**config.mk**
```make
export PLATFORM = sky130hd
export DESIGN_NAME = pipe_hazard_ctrl
export DESIGN_NICKNAME = d
export VERILOG_FILES = /design/src/rtl/pipe_pkg.sv /design/src/rtl/pipe_hazard_ctrl_hazard_detect.sv /design/src/rtl/pipe_hazard_ctrl.sv
export SDC_FILE = /design/constraint.sdc
export NUM_CORES = 1
export LEC_CHECK = 0
export CAP_MARGIN = 30
export CORE_MARGIN = 3
export CORE_UTILIZATION = 52
export DETAILED_ROUTE_END_ITERATION = 16
export PLACE_DENSITY = 0.95
export SETUP_SLACK_MARGIN = 0.05
export SLEW_MARGIN = 10
export SYNTH_ARGS = -nofsm -noshare
export SYNTH_HDL_FRONTEND = slang
export SYNTH_SLANG_ARGS = --single-unit
```
**constraint.sdc**
```tcl
create_clock -name clk -period 4.9 [get_ports clk]
set_input_delay 0.49 -clock clk [delete_from_list [all_inputs] [get_ports clk]]
set_output_delay 0.49 -clock clk [all_outputs]
set_load 0.05 [all_outputs]
```
**src/rtl/pipe_pkg.sv**
```systemverilog
// ============================================================================
//  Module      : pipe_pkg
//  Description : Shared types and constants for the 16-bit five-stage pipeline.
//  Revision    : 1.0  initial release
// ============================================================================
`default_nettype none

package pipe_pkg;

  typedef logic [3:0] reg_t;

  // Register code meaning "no destination"; also the pipeline-register reset value.
  localparam reg_t REG_NONE = 4'b1111;

  typedef enum logic [0:0] {
    ST_RUN  = 1'b0,
    ST_DMEM = 1'b1
  } state_t;

  typedef struct packed {
    logic memread;
    logic memwrite;
    logic controlwb;
    reg_t wreg;
  } ctl_t;

  // Field values loaded into a pipeline register when it is flushed or bubbled.
  localparam ctl_t CTL_NOP = '{memread: 1'b0, memwrite: 1'b0, controlwb: 1'b0, wreg: REG_NONE};

  function automatic logic is_nop(input ctl_t c);
    return c == CTL_NOP;
  endfunction

  function automatic logic reg_hit(input reg_t src, input logic used, input reg_t dst);
    return used && (dst != REG_NONE) && (src == dst);
  endfunction

endpackage

`default_nettype wire

```
**src/rtl/pipe_hazard_ctrl_hazard_detect.sv**
```systemverilog
// ============================================================================
//  Module      : hazard_detect
//  Description : Load-use detection: a load in EX writes a register read in ID.
//  Revision    : 1.0  initial release
// ============================================================================
`default_nettype none

module hazard_detect
  import pipe_pkg::*;
(
  input  logic [3:0] i_id_rs,
  input  logic       i_id_rs_used,
  input  logic [3:0] i_id_rt,
  input  logic       i_id_rt_used,
  input  logic       i_idex_memread,
  input  logic [3:0] i_idex_wreg,
  output logic       o_load_use
);

  logic w_rs_hit;
  logic w_rt_hit;

  assign w_rs_hit   = reg_hit(i_id_rs, i_id_rs_used, i_idex_wreg);
  assign w_rt_hit   = reg_hit(i_id_rt, i_id_rt_used, i_idex_wreg);
  assign o_load_use = i_idex_memread & (w_rs_hit | w_rt_hit);

endmodule

`default_nettype wire

```
**src/rtl/pipe_hazard_ctrl.sv**
```systemverilog
// ============================================================================
//  Module      : pipe_hazard_ctrl
//  Description : Stall/flush controller: load-use, shared-bus, branch, DMEM wait.
//  Revision    : 1.0  initial release
// ============================================================================
`default_nettype none

module pipe_hazard_ctrl
  import pipe_pkg::*;
#(
  parameter int WAIT_W      = 8,
  parameter int MEM_TIMEOUT = 255,
  parameter int CNT_W       = 16
) (
  input  logic             clk,
  input  logic             rst,
  input  logic [3:0]       i_id_rs,
  input  logic             i_id_rs_used,
  input  logic [3:0]       i_id_rt,
  input  logic             i_id_rt_used,
  input  logic             i_idex_memread,
  input  logic [3:0]       i_idex_wreg,
  input  logic             i_branch_taken,
  input  logic             i_exmem_mem_en,
  input  logic             i_exmem_shared,
  input  logic             i_mem_ready,
  output logic             o_pc_hold,
  output logic             o_ifid_hold,
  output logic             o_ifid_flush,
  output logic             o_idex_hold,
  output logic             o_idex_flush,
  output logic             o_exmem_hold,
  output logic             o_memwb_bubble,
  output logic             o_if_bus_grant,
  output logic             o_mem_timeout,
  output logic [CNT_W-1:0] o_stall_cnt
);

  state_t            r_state;
  logic [WAIT_W-1:0] r_wait_cnt;
  logic              r_mem_timeout;
  logic [CNT_W-1:0]  r_stall_cnt;

  logic w_lu;
  logic w_sh;
  logic w_wait_hit;
  logic w_done;
  logic w_pc_hold;
  logic w_ifid_hold;
  logic w_ifid_flush;
  logic w_idex_hold;
  logic w_idex_flush;
  logic w_exmem_hold;
  logic w_memwb_bubble;
  logic w_if_bus_grant;

  hazard_detect u_hazard_detect (
    .i_id_rs        (i_id_rs),
    .i_id_rs_used   (i_id_rs_used),
    .i_id_rt        (i_id_rt),
    .i_id_rt_used   (i_id_rt_used),
    .i_idex_memread (i_idex_memread),
    .i_idex_wreg    (i_idex_wreg),
    .o_load_use     (w_lu)
  );

  assign w_sh       = i_exmem_mem_en & i_exmem_shared;
  assign w_wait_hit = (r_wait_cnt == WAIT_W'(MEM_TIMEOUT));

  // In DMEM the access is already outstanding, so only ready or timeout release it.
  assign w_done = (r_state == ST_DMEM) ? (i_mem_ready | w_wait_hit)
                                       : (~i_exmem_mem_en | i_mem_ready);

  always_comb begin
    w_pc_hold      = 1'b0;
    w_ifid_hold    = 1'b0;
    w_ifid_flush   = 1'b0;
    w_idex_hold    = 1'b0;
    w_idex_flush   = 1'b0;
    w_exmem_hold   = 1'b0;
    w_memwb_bubble = 1'b0;
    w_if_bus_grant = 1'b1;
    if (rst) begin
      w_pc_hold      = 1'b1;
      w_ifid_flush   = 1'b1;
      w_idex_flush   = 1'b1;
      w_memwb_bubble = 1'b1;
    end else if (!w_done) begin
      w_pc_hold      = 1'b1;
      w_ifid_hold    = 1'b1;
      w_idex_hold    = 1'b1;
      w_exmem_hold   = 1'b1;
      w_memwb_bubble = 1'b1;
      w_if_bus_grant = ~i_exmem_shared;
    end else begin
      if (w_sh) begin
        w_if_bus_grant = 1'b0;
        w_ifid_flush   = 1'b1;
        w_pc_hold      = ~i_branch_taken;
      end
      // A load-use stall keeps the ID instruction in place, so it overrides any flush.
      if (w_lu) begin
        w_pc_hold    = 1'b1;
        w_ifid_hold  = 1'b1;
        w_ifid_flush = 1'b0;
        w_idex_flush = 1'b1;
      end else if (i_branch_taken) begin
        w_ifid_flush = 1'b1;
      end
    end
  end

  always_ff @(posedge clk) begin
    if (rst) begin
      r_state       <= ST_RUN;
      r_wait_cnt    <= '0;
      r_mem_timeout <= 1'b0;
      r_stall_cnt   <= '0;
    end else begin
      if (w_pc_hold && (r_stall_cnt != {CNT_W{1'b1}})) begin
        r_stall_cnt <= r_stall_cnt + 1'b1;
      end
      case (r_state)
        ST_RUN: begin
          if (i_exmem_mem_en && !i_mem_ready) begin
            r_state    <= ST_DMEM;
            r_wait_cnt <= WAIT_W'(1);
          end
        end
        ST_DMEM: begin
          if (w_done) begin
            r_state    <= ST_RUN;
            r_wait_cnt <= '0;
            if (!i_mem_ready) begin
              r_mem_timeout <= 1'b1;
            end
          end else begin
            r_wait_cnt <= r_wait_cnt + 1'b1;
          end
        end
        default: begin
          r_state    <= ST_RUN;
          r_wait_cnt <= '0;
        end
      endcase
    end
  end

  assign o_pc_hold      = w_pc_hold;
  assign o_ifid_hold    = w_ifid_hold;
  assign o_ifid_flush   = w_ifid_flush;
  assign o_idex_hold    = w_idex_hold;
  assign o_idex_flush   = w_idex_flush;
  assign o_exmem_hold   = w_exmem_hold;
  assign o_memwb_bubble = w_memwb_bubble;
  assign o_if_bus_grant = w_if_bus_grant;
  assign o_mem_timeout  = r_mem_timeout;
  assign o_stall_cnt    = r_stall_cnt;

endmodule

`default_nettype wire

```
[Word level (Yosys, flattened, before mapping)]
Index checks and enable logic that the tools add are counted.
Cells by class
  add/sub/neg operators: 2
  multiply operators: 0
  div/mod/pow operators: 0
  order comparisons: 0
  equality and inequality tests: 6
  shift operators: 0
  muxes and demuxes: 26
  bitwise logic cells: 10
  reduce and logical (&&, ||, !) cells: 8
Operators by type and width (count)
  1-bit 2-to-1 mux: 22
  16-bit by 1-bit adder with 16-bit output (second input constant): 1
  8-bit 2-to-1 mux: 2
  16-bit != test (second input constant): 1
  8-bit one-hot mux with 2 select lines: 1
  8-bit by 1-bit adder with 8-bit output (second input constant): 1
  4-bit == test: 2
  8-bit == test (second input constant): 1
  1-bit logical AND: 6
  1-bit NOT: 5
  4-bit != test (second input constant): 1
  1-bit OR: 3
  3-bit AND reduction: 1
  1-bit bitwise AND: 2
  2-bit != test (second input constant): 1
  1-bit one-hot mux with 2 select lines: 1
  1-bit zero test: 1
Word-level totals
  flip-flop bits (word level): 26
  latch bits: 0
  RAM bits: 0
  ROM bits: 0
  input port bits: 21
  output and inout port bits: 25
  word-level logic and storage cells: 56
  memories kept: 0

[Logic depth before layout (Yosys ltp)]
Gate-level depths: netlist of the first run.
  depth in word-level cells: 9
  mapped depth: 9
  depth with buffers taken out: 7

[Hierarchy]
From an unflattened synthesis of the first run, not the netlist that was laid out.
Unflattened totals
  cell total of the unflattened synthesis: 188
  area, all modules: 1582.8 µm²
By module, submodules not included
  pipe_hazard_ctrl: instances 1, cells each 173, area each 1473.9 µm², sequential area each 520.5 µm²
  hazard_detect: instances 1, cells each 15, area each 108.9 µm², sequential area each 0.0 µm²

[Least setup slack after synthesis of the first run]
Ideal clock, no wire load.
  path type: register -> output
  from: register r_wait_cnt[0]
  to: output o_if_bus_grant
  arrival time: 2.061 ns
  data required time: 4.410 ns
  path slack: 2.349 ns
  stages on the path, launching flop included: 6
  path buffers: 0
  cells stage by stage: dfxtp_1 -> ha_1 -> nand3_2 -> nor3_4 -> nor2_1 -> o21ai_0
Between the ends
  longest elaborated chain between the ends: 5
RTL lines
  from (decl): line pipe_hazard_ctrl.sv:40  | logic [WAIT_W-1:0] r_wait_cnt;
  from (signal assigned): line pipe_hazard_ctrl.sv:138  | r_wait_cnt <= r_wait_cnt + 1'b1;
  8-bit == test: line pipe_hazard_ctrl.sv:68  | assign w_wait_hit = (r_wait_cnt == WAIT_W'(MEM_TIMEOUT));
  1-bit OR: line pipe_hazard_ctrl.sv:71  | assign w_done = (r_state == ST_DMEM) ? (i_mem_ready | w_wait_hit)
  1-bit 2-to-1 mux: line pipe_hazard_ctrl.sv:71
  1-bit 2-to-1 mux: line pipe_hazard_ctrl.sv:88  | end else if (!w_done) begin
  1-bit 2-to-1 mux: line pipe_hazard_ctrl.sv:83  | if (rst) begin
  to (decl): line pipe_hazard_ctrl.sv:34  | output logic o_if_bus_grant,
Every way passes these cells.

[Final worst setup path of the first run]
  from: register r_wait_cnt[0]
  to: output o_ifid_flush
Between the ends
  longest elaborated chain between the ends: 5
RTL lines
  8-bit == test: line pipe_hazard_ctrl.sv:68
  1-bit OR: line pipe_hazard_ctrl.sv:71
  1-bit 2-to-1 mux: line pipe_hazard_ctrl.sv:71
  1-bit 2-to-1 mux: line pipe_hazard_ctrl.sv:88
  1-bit 2-to-1 mux: line pipe_hazard_ctrl.sv:83
  to (decl): line pipe_hazard_ctrl.sv:29  | output logic o_ifid_flush,
Every way passes these cells.

==> flow_summary_export.csv, run 1 <==
group,metric,value,unit
finish,antenna_cells_inserted,0,
yosys,syn-num-nets,233,
detailed_routing,route.detailed.vias_per_inst,5.45,
finish,finalNetCount,275,
timing,total_setup_violations_reported_at_the_end_of_the_flow,0,
clock_tree,h-tree-depth,1,
status,outcome,"finished, final reports clean",
detailed_routing,via_count,1609,
grt,grt_usage,0.203,
timing,final-max-slew-violation-count,0,
setup_path,maximum_fanout_count_along_the_critical_path,18,
yosys,netlist-cell-type-count,42,
timing,max_slew.worst_pin.slew,0.643,ns
setup_path,cpLargestDelayFamily,"buffers and inverters",
placement,port_buffers,45,
finish,layout.area.seq,520,µm²
placement,gpl.final_weighted_congestion,0.839,
setup_path,crit_chain,"ha_1 > nand3_2 > nor3_4 > a211oi_2 > nor3_4 > buf_4 > a21o_1 > clkdlybuf4s50_1",
clock_tree,cts_root_buf,"sky130_fd_sc_hd__clkbuf_4",
timing,setup_tns,0,ns
detailed_routing,route.antenna.remaining_nets,0,
yosys,synth_commonest_cells,"sky130_fd_sc_hd__nor2_1, sky130_fd_sc_hd__dfxtp_1, sky130_fd_sc_hd__nor2b_1",
detailed_routing,post-route-drc-count,0,
yosys,synth-seq-cells,26,
power,netSwitchingPower,0.000136,W
timing,fin_crit,3.38,ns
grt,grt_start_max_net_pins,30,
timing,maxSlewHeadroom,0.570,
power,p_sw_frac,0.310,
yosys,post-synth-top-area-fraction,0.303,
yosys,netlist.top_cell.by_area,"sky130_fd_sc_hd__dfxtp_1",
power,power_frac_seq,0.502,
yosys,dominantRegCellSynth,"sky130_fd_sc_hd__dfxtp_1",
detailed_routing,drt_first_pass_iters,4,
floorplan,floorplan.die.width,63.5,µm
finish,drive_above_1_share,0.116,
floorplan,core_region_area,0.00310,mm²
grt,grt_overflow_total,0,
run,max_cap_violations,0,
detailed_routing,route.final.wire_length,3850,µm
floorplan,initial_core_util,0.554,
hold_path,worst_min_path_class,"reg -> reg",
floorplan,die_area,0.00403,mm²
timing,unrepaired_setup_endpoints_after_global_routing,"no",
timing,worst_clock_skew,0.00969,ns
clock_tree,cts_max_path_buffers,2,
clock_tree,cts-resized-gates,0,
timing,report.final.hold_viol_count,0,
clock_tree,cts_made_buffers,3,
floorplan,number_of_core_rows,20,
setup_path,most_numerous_cell_on_the_critical_path,"sky130_fd_sc_hd__nor3_4",
detailed_routing,avgRoutedWirePerCell,13.1,µm
clock_tree,cts_tree,"yes",
finish,finalCoreUtilization,0.717,
floorplan,dieHeight,63.5,µm
timing,fmaxAchievable,0.295,GHz
yosys,synth_enable_flop_cells,0,
setup_path,timing.critical_path.buf_inv,2,
clock_tree,clk-insertion-delay-late,0.34,ns
yosys,yosysWarnings,0,
setup_path,crit_arrival,2.89,ns
clock_tree,clock_sink_count,26,
detailed_routing,drt_first_iter_violations,46,
setup_path,timing.critical_path.from_type,"register",
finish,area_growth_syn_to_layout,29.6,%
clock_tree,post_cts_clock_slew_at_the_launch_and_capture_registers_of_the_worst_setup_and_hold_paths,0.14,ns
grt,grt_first_pass_wirelength,6710,µm
power,power.static_leakage,0.846,nW
setup_path,timing.critical_path.to_type,"output port",
yosys,netlist_area,0.00172,mm²
setup_path,cp_slowest_stage_delay,0.80,ns
power,p_clk_frac,0.261,
placement,dp_hpwl,2900,µm
yosys,synth_cells,210,
power,power-per-cell-area,198,mW/mm²
yosys,ys_seq_area_frac,0.303,
setup_path,worst_ep_required_time,4.41,ns
finish,n_fill_cell,255,
setup_path,crit_slowest_cell,"sky130_fd_sc_hd__clkdlybuf4s50_1",
clock_tree,post_cts_buffers,0,
power,internal-power,0.000303,W
finish,multi_input_comb_area,0.00113,mm²
grt,antenna_found_initial,0,
yosys,post_synth.cell_area_avg,8.18,µm²
power,ir_worst_vdd,0.000231,V
yosys,asyncSetResetFlopFracSynth,0,
yosys,yosys.cell_count.top_type,"sky130_fd_sc_hd__nor2_1",
clock_tree,cts.hold.buffers_added,0,
setup_path,critical_path_class,"reg -> out",
yosys,yosys-top-cells-area,"sky130_fd_sc_hd__dfxtp_1, sky130_fd_sc_hd__nor2_1, sky130_fd_sc_hd__nor2b_1",
power,comb_pwr_share,0.237,
grt,via_count_of_the_first_global_routing_pass,1539,
floorplan,i_o_pins,46,
timing,layout_worst_path_cycle_share,0.691,
-- cells by family (layout without fill, tap and decap cells) --
| kind of cell | after synthesis | count (layout) | synth area share |
|---|---|---|---|
| AO/OA/AOI/OAI | 39 | 39 | 0.152 |
| XOR/XNOR | 8 | 8 | 0.0408 |
| adder cells (fa/ha/maj) | 2 | 2 | 0.0146 |
| buffers and inverters | 14 | 55 | 0.0393 |
| flip-flops | 26 | 26 | 0.303 |
| multiplexers | 15 | 15 | 0.111 |
| AND/OR/NAND/NOR | 106 | 106 | 0.339 |
-- layout by cell type (no fill, tap or decap), types with 2 or more instances in the layout --
cell type                         count
sky130_fd_sc_hd__clkdlybuf4s50_1     45
sky130_fd_sc_hd__nor2_1              33
sky130_fd_sc_hd__dfxtp_1             26
sky130_fd_sc_hd__nor2b_1             16
sky130_fd_sc_hd__a21oi_1             15
sky130_fd_sc_hd__nand4_1             13
sky130_fd_sc_hd__nand2_1             13
sky130_fd_sc_hd__and3_1               8
sky130_fd_sc_hd__xor2_1               6
sky130_fd_sc_hd__o21ai_0              6
sky130_fd_sc_hd__a21oi_2              6
sky130_fd_sc_hd__mux2_4               6
sky130_fd_sc_hd__mux2_1               6
sky130_fd_sc_hd__nand3_1              4
sky130_fd_sc_hd__inv_1                3
sky130_fd_sc_hd__nand2b_1             3
sky130_fd_sc_hd__a21o_1               3
sky130_fd_sc_hd__and2_1               3
sky130_fd_sc_hd__nor3b_1              3
sky130_fd_sc_hd__clkbuf_4             3
sky130_fd_sc_hd__buf_4                3
sky130_fd_sc_hd__xnor2_1              2
sky130_fd_sc_hd__nor4_2               2
sky130_fd_sc_hd__nor3_4               2
sky130_fd_sc_hd__mux2_2               2
sky130_fd_sc_hd__nor3_1               2
sky130_fd_sc_hd__ha_1                 2
-- cell type report --
type | instances | share of cell area
multi-input combinational | 170 | 0.508
timing repair buffer | 48 | 0.212
inverter | 3 | 0.00506
tap | 44 | 0.0247
clock buffer | 4 | 0.0163
sequential | 26 | 0.234
-- flip-flops by register name, indices dropped and copies added, names as in the netlist --
| register | flops |
|---|---|
| r_wait_cnt | 8 |
| o_stall_cnt | 16 |
| r_state | 1 |
| o_mem_timeout | 1 |
-- power by group through the flow --
stage,Sequential [W],Clock [W],Combinational (W)
3_5_place_dp,0.000225,0,0.000104
4_1_cts,0.000221,0.000117,0.000104
2_1_floorplan,0.000233,0,0.0000560
5_1_grt,0.000222,0.000124,0.000112
3_3_place_gp,0.000225,0,0.000102
6_report,0.000221,0.000115,0.000104
-- final timing paths --
kind / slack, ns / start / end / cells past startpoint
worst max-delay path: 1.52 / r_wait_cnt[0]$_SDFFE_PP0P_ / o_ifid_flush / 8
worst min-delay path: 0.50 / r_wait_cnt[7]$_SDFFE_PP0P_ / r_wait_cnt[7]$_SDFFE_PP0P_ / 1
worst max register to register: 2.73 / r_wait_cnt[0]$_SDFFE_PP0P_ / o_stall_cnt[0]$_SDFFE_PP0P_ / 8
worst min register to register: 0.50 / r_wait_cnt[7]$_SDFFE_PP0P_ / r_wait_cnt[7]$_SDFFE_PP0P_ / 1
-- routing by layer --
metal	global-route usage	share of wire	vias to the layer above
li1	-	-	822
met5	0	0	-
met2	0.348	0.49	47
met1	0.246	0.44	729
met3	0.0374	0.046	11
met4	0.0889	0.023	0
-- stage by stage --
stage | hold WS (ns) | cells | worst slack [ns] | cell area, µm² | power (W)
final | 0.496 | 295 | 1.52 | 2230 | 0.000440
after global routing | 0.541 | 295 | 1.37 | 2230 | 0.000458
after CTS | 0.493 | 295 | 1.52 | 2230 | 0.000442
after detailed placement | 0.465 | 291 | 1.56 | 2190 | 0.000330
after global placement | 0.463 | 291 | 1.62 | 2190 | 0.000327
after floorplan | 0.448 | 210 | 2.35 | 1720 | 0.000289
Power figures use the tool's default switching activity.
==> inputs of run 2 (changes only) <==
--- a/config.mk
+++ b/config.mk
@@ -7,9 +7,9 @@
 export LEC_CHECK = 0
 export CAP_MARGIN = 30
 export CORE_MARGIN = 3
-export CORE_UTILIZATION = 52
+export CORE_UTILIZATION = 44
 export DETAILED_ROUTE_END_ITERATION = 16
-export PLACE_DENSITY = 0.95
+export PLACE_DENSITY = 0.88
 export SETUP_SLACK_MARGIN = 0.05
 export SLEW_MARGIN = 10
 export SYNTH_ARGS = -nofsm -noshare
==> constraint.sdc (replaced) <==
create_clock -name clk -period 2.9 [get_ports clk]
set_input_delay 0.29 -clock clk [delete_from_list [all_inputs] [get_ports clk]]
set_output_delay 0.29 -clock clk [all_outputs]
set_load 0.05 [all_outputs]
==> flow_summary_export.csv, run 2 (synthesis gave the netlist of run 1 again) <==
group,metric,value,unit
floorplan,die_area,0.00469,mm²
status,outcome,"finished, final reports clean",
clock_tree,cts_made_buffers,3,
clock_tree,cts_root_buf,"sky130_fd_sc_hd__clkbuf_8",
detailed_routing,drt_first_pass_iters,4,
setup_path,crit_arrival,2.18,ns
clock_tree,clk-insertion-delay-late,0.27,ns
clock_tree,cts_tree,"yes",
timing,total_setup_violations_reported_at_the_end_of_the_flow,0,
grt,grt_overflow_total,0,
grt,grt_busiest_layer,"met2",
setup_path,critical_path_class,"reg -> out",
power,power.static_leakage,0.919,nW
placement,port_buffers,45,
finish,finalCoreUtilization,0.634,
clock_tree,cts_max_path_buffers,2,
setup_path,ff2ff_setup_slack,0.64,ns
floorplan,dieHeight,68.5,µm
grt,grt_usage,0.183,
clock_tree,clock_sink_count,26,
finish,area_growth_syn_to_layout,37.1,%
power,comb_pwr_share,0.260,
grt,grt_start_max_net_pins,29,
timing,maxSlewHeadroom,0.663,
setup_path,r2r_end,"o_stall_cnt[0]$_SDFFE_PP0P_",
floorplan,initial_core_util,0.462,
detailed_routing,avgRoutedWirePerCell,13.3,µm
clock_tree,h-tree-depth,1,
detailed_routing,via_count,1641,
power,power_frac_seq,0.477,
floorplan,i_o_pins,46,
finish,largest_register_ff_count,16,
detailed_routing,drt_first_iter_violations,119,
finish,finalNetCount,282,
timing,fin_crit,2.47,ns
run,max_cap_violations,0,
power,p_clk_frac,0.264,
finish,antenna_cells_inserted,0,
detailed_routing,route.detailed.vias_per_inst,5.38,
grt,globalRouteMet3Util,0.0246,
floorplan,number_of_core_rows,22,
power,p_sw_frac,0.299,
grt,grt_first_pass_wirelength,6590,µm
grt,via_count_of_the_first_global_routing_pass,1450,
power,netSwitchingPower,0.000234,W
finish,drive_above_1_share,0.167,
detailed_routing,route.antenna.remaining_nets,0,
grt,grtUsageMet2,0.319,
power,ir_worst_vdd,0.000182,V
finish,most-common-layout-cells,"sky130_fd_sc_hd__clkdlybuf4s50_1, sky130_fd_sc_hd__nor2_1, sky130_fd_sc_hd__dfxtp_1, sky130_fd_sc_hd__nor2b_1, sky130_fd_sc_hd__a21oi_1",
setup_path,register_to_register_path_depth,9,
timing,fmaxAchievable,0.404,GHz
finish,layout_commonest_cell,"sky130_fd_sc_hd__clkdlybuf4s50_1",
power,internal-power,0.000549,W
hold_path,worst_min_path_class,"reg -> reg",
setup_path,worst_ep_required_time,2.61,ns
detailed_routing,post-route-drc-count,0,
setup_path,timing.critical_path.to_type,"output port",
timing,layout_worst_path_cycle_share,0.853,
placement,gpl.final_weighted_congestion,0.781,
timing,worst_clock_skew,0.00851,ns
detailed_routing,route.final.wire_length,4050,µm
hold_path,sink_of_the_worst_hold_path,"o_mem_timeout$_SDFFE_PP0P_",
timing,max_slew.worst_pin.slew,0.504,ns
placement,dp_hpwl,3040,µm
hold_path,worstHoldPathCells,2,
setup_path,timing.rr.start,"r_wait_cnt[0]$_SDFFE_PP0P_",
floorplan,floorplan.die.width,68.5,µm
timing,setup_tns,0,ns
timing,final-max-slew-violation-count,0,
timing,report.final.hold_viol_count,0,
grt,antenna_found_initial,0,
clock_tree,cts-resized-gates,0,
setup_path,timing.critical_path.from_type,"register",
setup_path,maximum_fanout_count_along_the_critical_path,11,
timing,unrepaired_setup_endpoints_after_global_routing,"no",
clock_tree,post_cts_clock_slew_at_the_launch_and_capture_registers_of_the_worst_setup_and_hold_paths,0.08,ns
power,power-per-cell-area,332,mW/mm²
hold_path,hold_path_startpoint,"o_mem_timeout$_SDFFE_PP0P_",
floorplan,core_region_area,0.00372,mm²
grt,grtUsageMet1,0.235,
run 2: power groups by stage:
| stage | combinational (W) | sequential, W | clock, W |
|---|---|---|---|
| 2_1_floorplan | 0.0000946 | 0.000394 | 0 |
| 3_3_place_gp | 0.000185 | 0.000381 | 0 |
| 3_5_place_dp | 0.000188 | 0.000381 | 0 |
| 4_1_cts | 0.000190 | 0.000373 | 0.000209 |
| 5_1_grt | 0.000218 | 0.000375 | 0.000224 |
| 6_report | 0.000203 | 0.000373 | 0.000207 |
run 2: worst max-delay path by stage:
stage	start	cells past startpoint	to	slack, ns
after floorplan	r_wait_cnt[0]$_SDFFE_PP0P_	5	o_if_bus_grant	0.55
after global placement	i_idex_wreg[3]	7	o_ifid_flush	0.38
after detailed placement	i_idex_wreg[0]	7	o_stall_cnt[0]$_SDFFE_PP0P_	0.31
after CTS	r_wait_cnt[0]$_SDFFE_PP0P_	7	o_ifid_flush	0.07
after global routing	r_wait_cnt[0]$_SDFFE_PP0P_	8	o_ifid_flush	0.27
final	r_wait_cnt[0]$_SDFFE_PP0P_	8	o_ifid_flush	0.43
run 2: repair_timing:
item,in CTS,in global routing
endpoints found under the setup margin,0,3
hold buffers,0,0
buffers inserted,0,6
run 2: layer usage:
layer,part of all wire,vias up
met1,0.44,763
met2,0.51,41
met3,0.038,5
met5,0,-
met4,0.010,0
li1,-,832
run 2: final cells by class:
class / instances / area, µm²
Tap cell: 48 / 60.1
Inverter: 3 / 11.3
Sequential cell: 26 / 520
Timing Repair Buffer: 55 / 593
Clock buffer: 3 / 41.3
Fill cell: 313 / 1360
Multi-Input combinational cell: 170 / 1130
run 2: stage by stage:
step                cells  setup slack, ns  instance area, µm²  hold slack, ns  power (W)
finish                305            0.426                2360           0.496   0.000783
detailed placement    296            0.311                2260           0.479   0.000569
floorplan             210            0.549                1720           0.448   0.000489
global placement      296            0.378                2260           0.461   0.000566
CTS                   299           0.0745                2300           0.504   0.000771
global route          305            0.266                2360           0.540   0.000817
run 2: critical path, cell delays in order (launching register included):
cell and delay (ns):
sky130_fd_sc_hd__dfxtp_1 0.38, sky130_fd_sc_hd__ha_1 0.22, sky130_fd_sc_hd__nand3_2 0.13, sky130_fd_sc_hd__nor3_4 0.30, sky130_fd_sc_hd__a211oi_2 0.16, sky130_fd_sc_hd__nor3_4 0.25, sky130_fd_sc_hd__buf_12 0.16, sky130_fd_sc_hd__a21o_1 0.17
sky130_fd_sc_hd__buf_12 0.15
==> inputs of run 3 (changes only) <==
--- a/config.mk
+++ b/config.mk
@@ -8,9 +8,11 @@
 export CAP_MARGIN = 30
 export CORE_MARGIN = 3
 export CORE_UTILIZATION = 44
+export CTS_CLUSTER_DIAMETER = 30
 export DETAILED_ROUTE_END_ITERATION = 16
 export PLACE_DENSITY = 0.88
 export SETUP_SLACK_MARGIN = 0.05
+export SKIP_CTS_REPAIR_TIMING = 1
 export SLEW_MARGIN = 10
 export SYNTH_ARGS = -nofsm -noshare
 export SYNTH_HDL_FRONTEND = slang
==> results of run 3 <==
The final DEF is identical to that of run 2; final timing and power are the same.
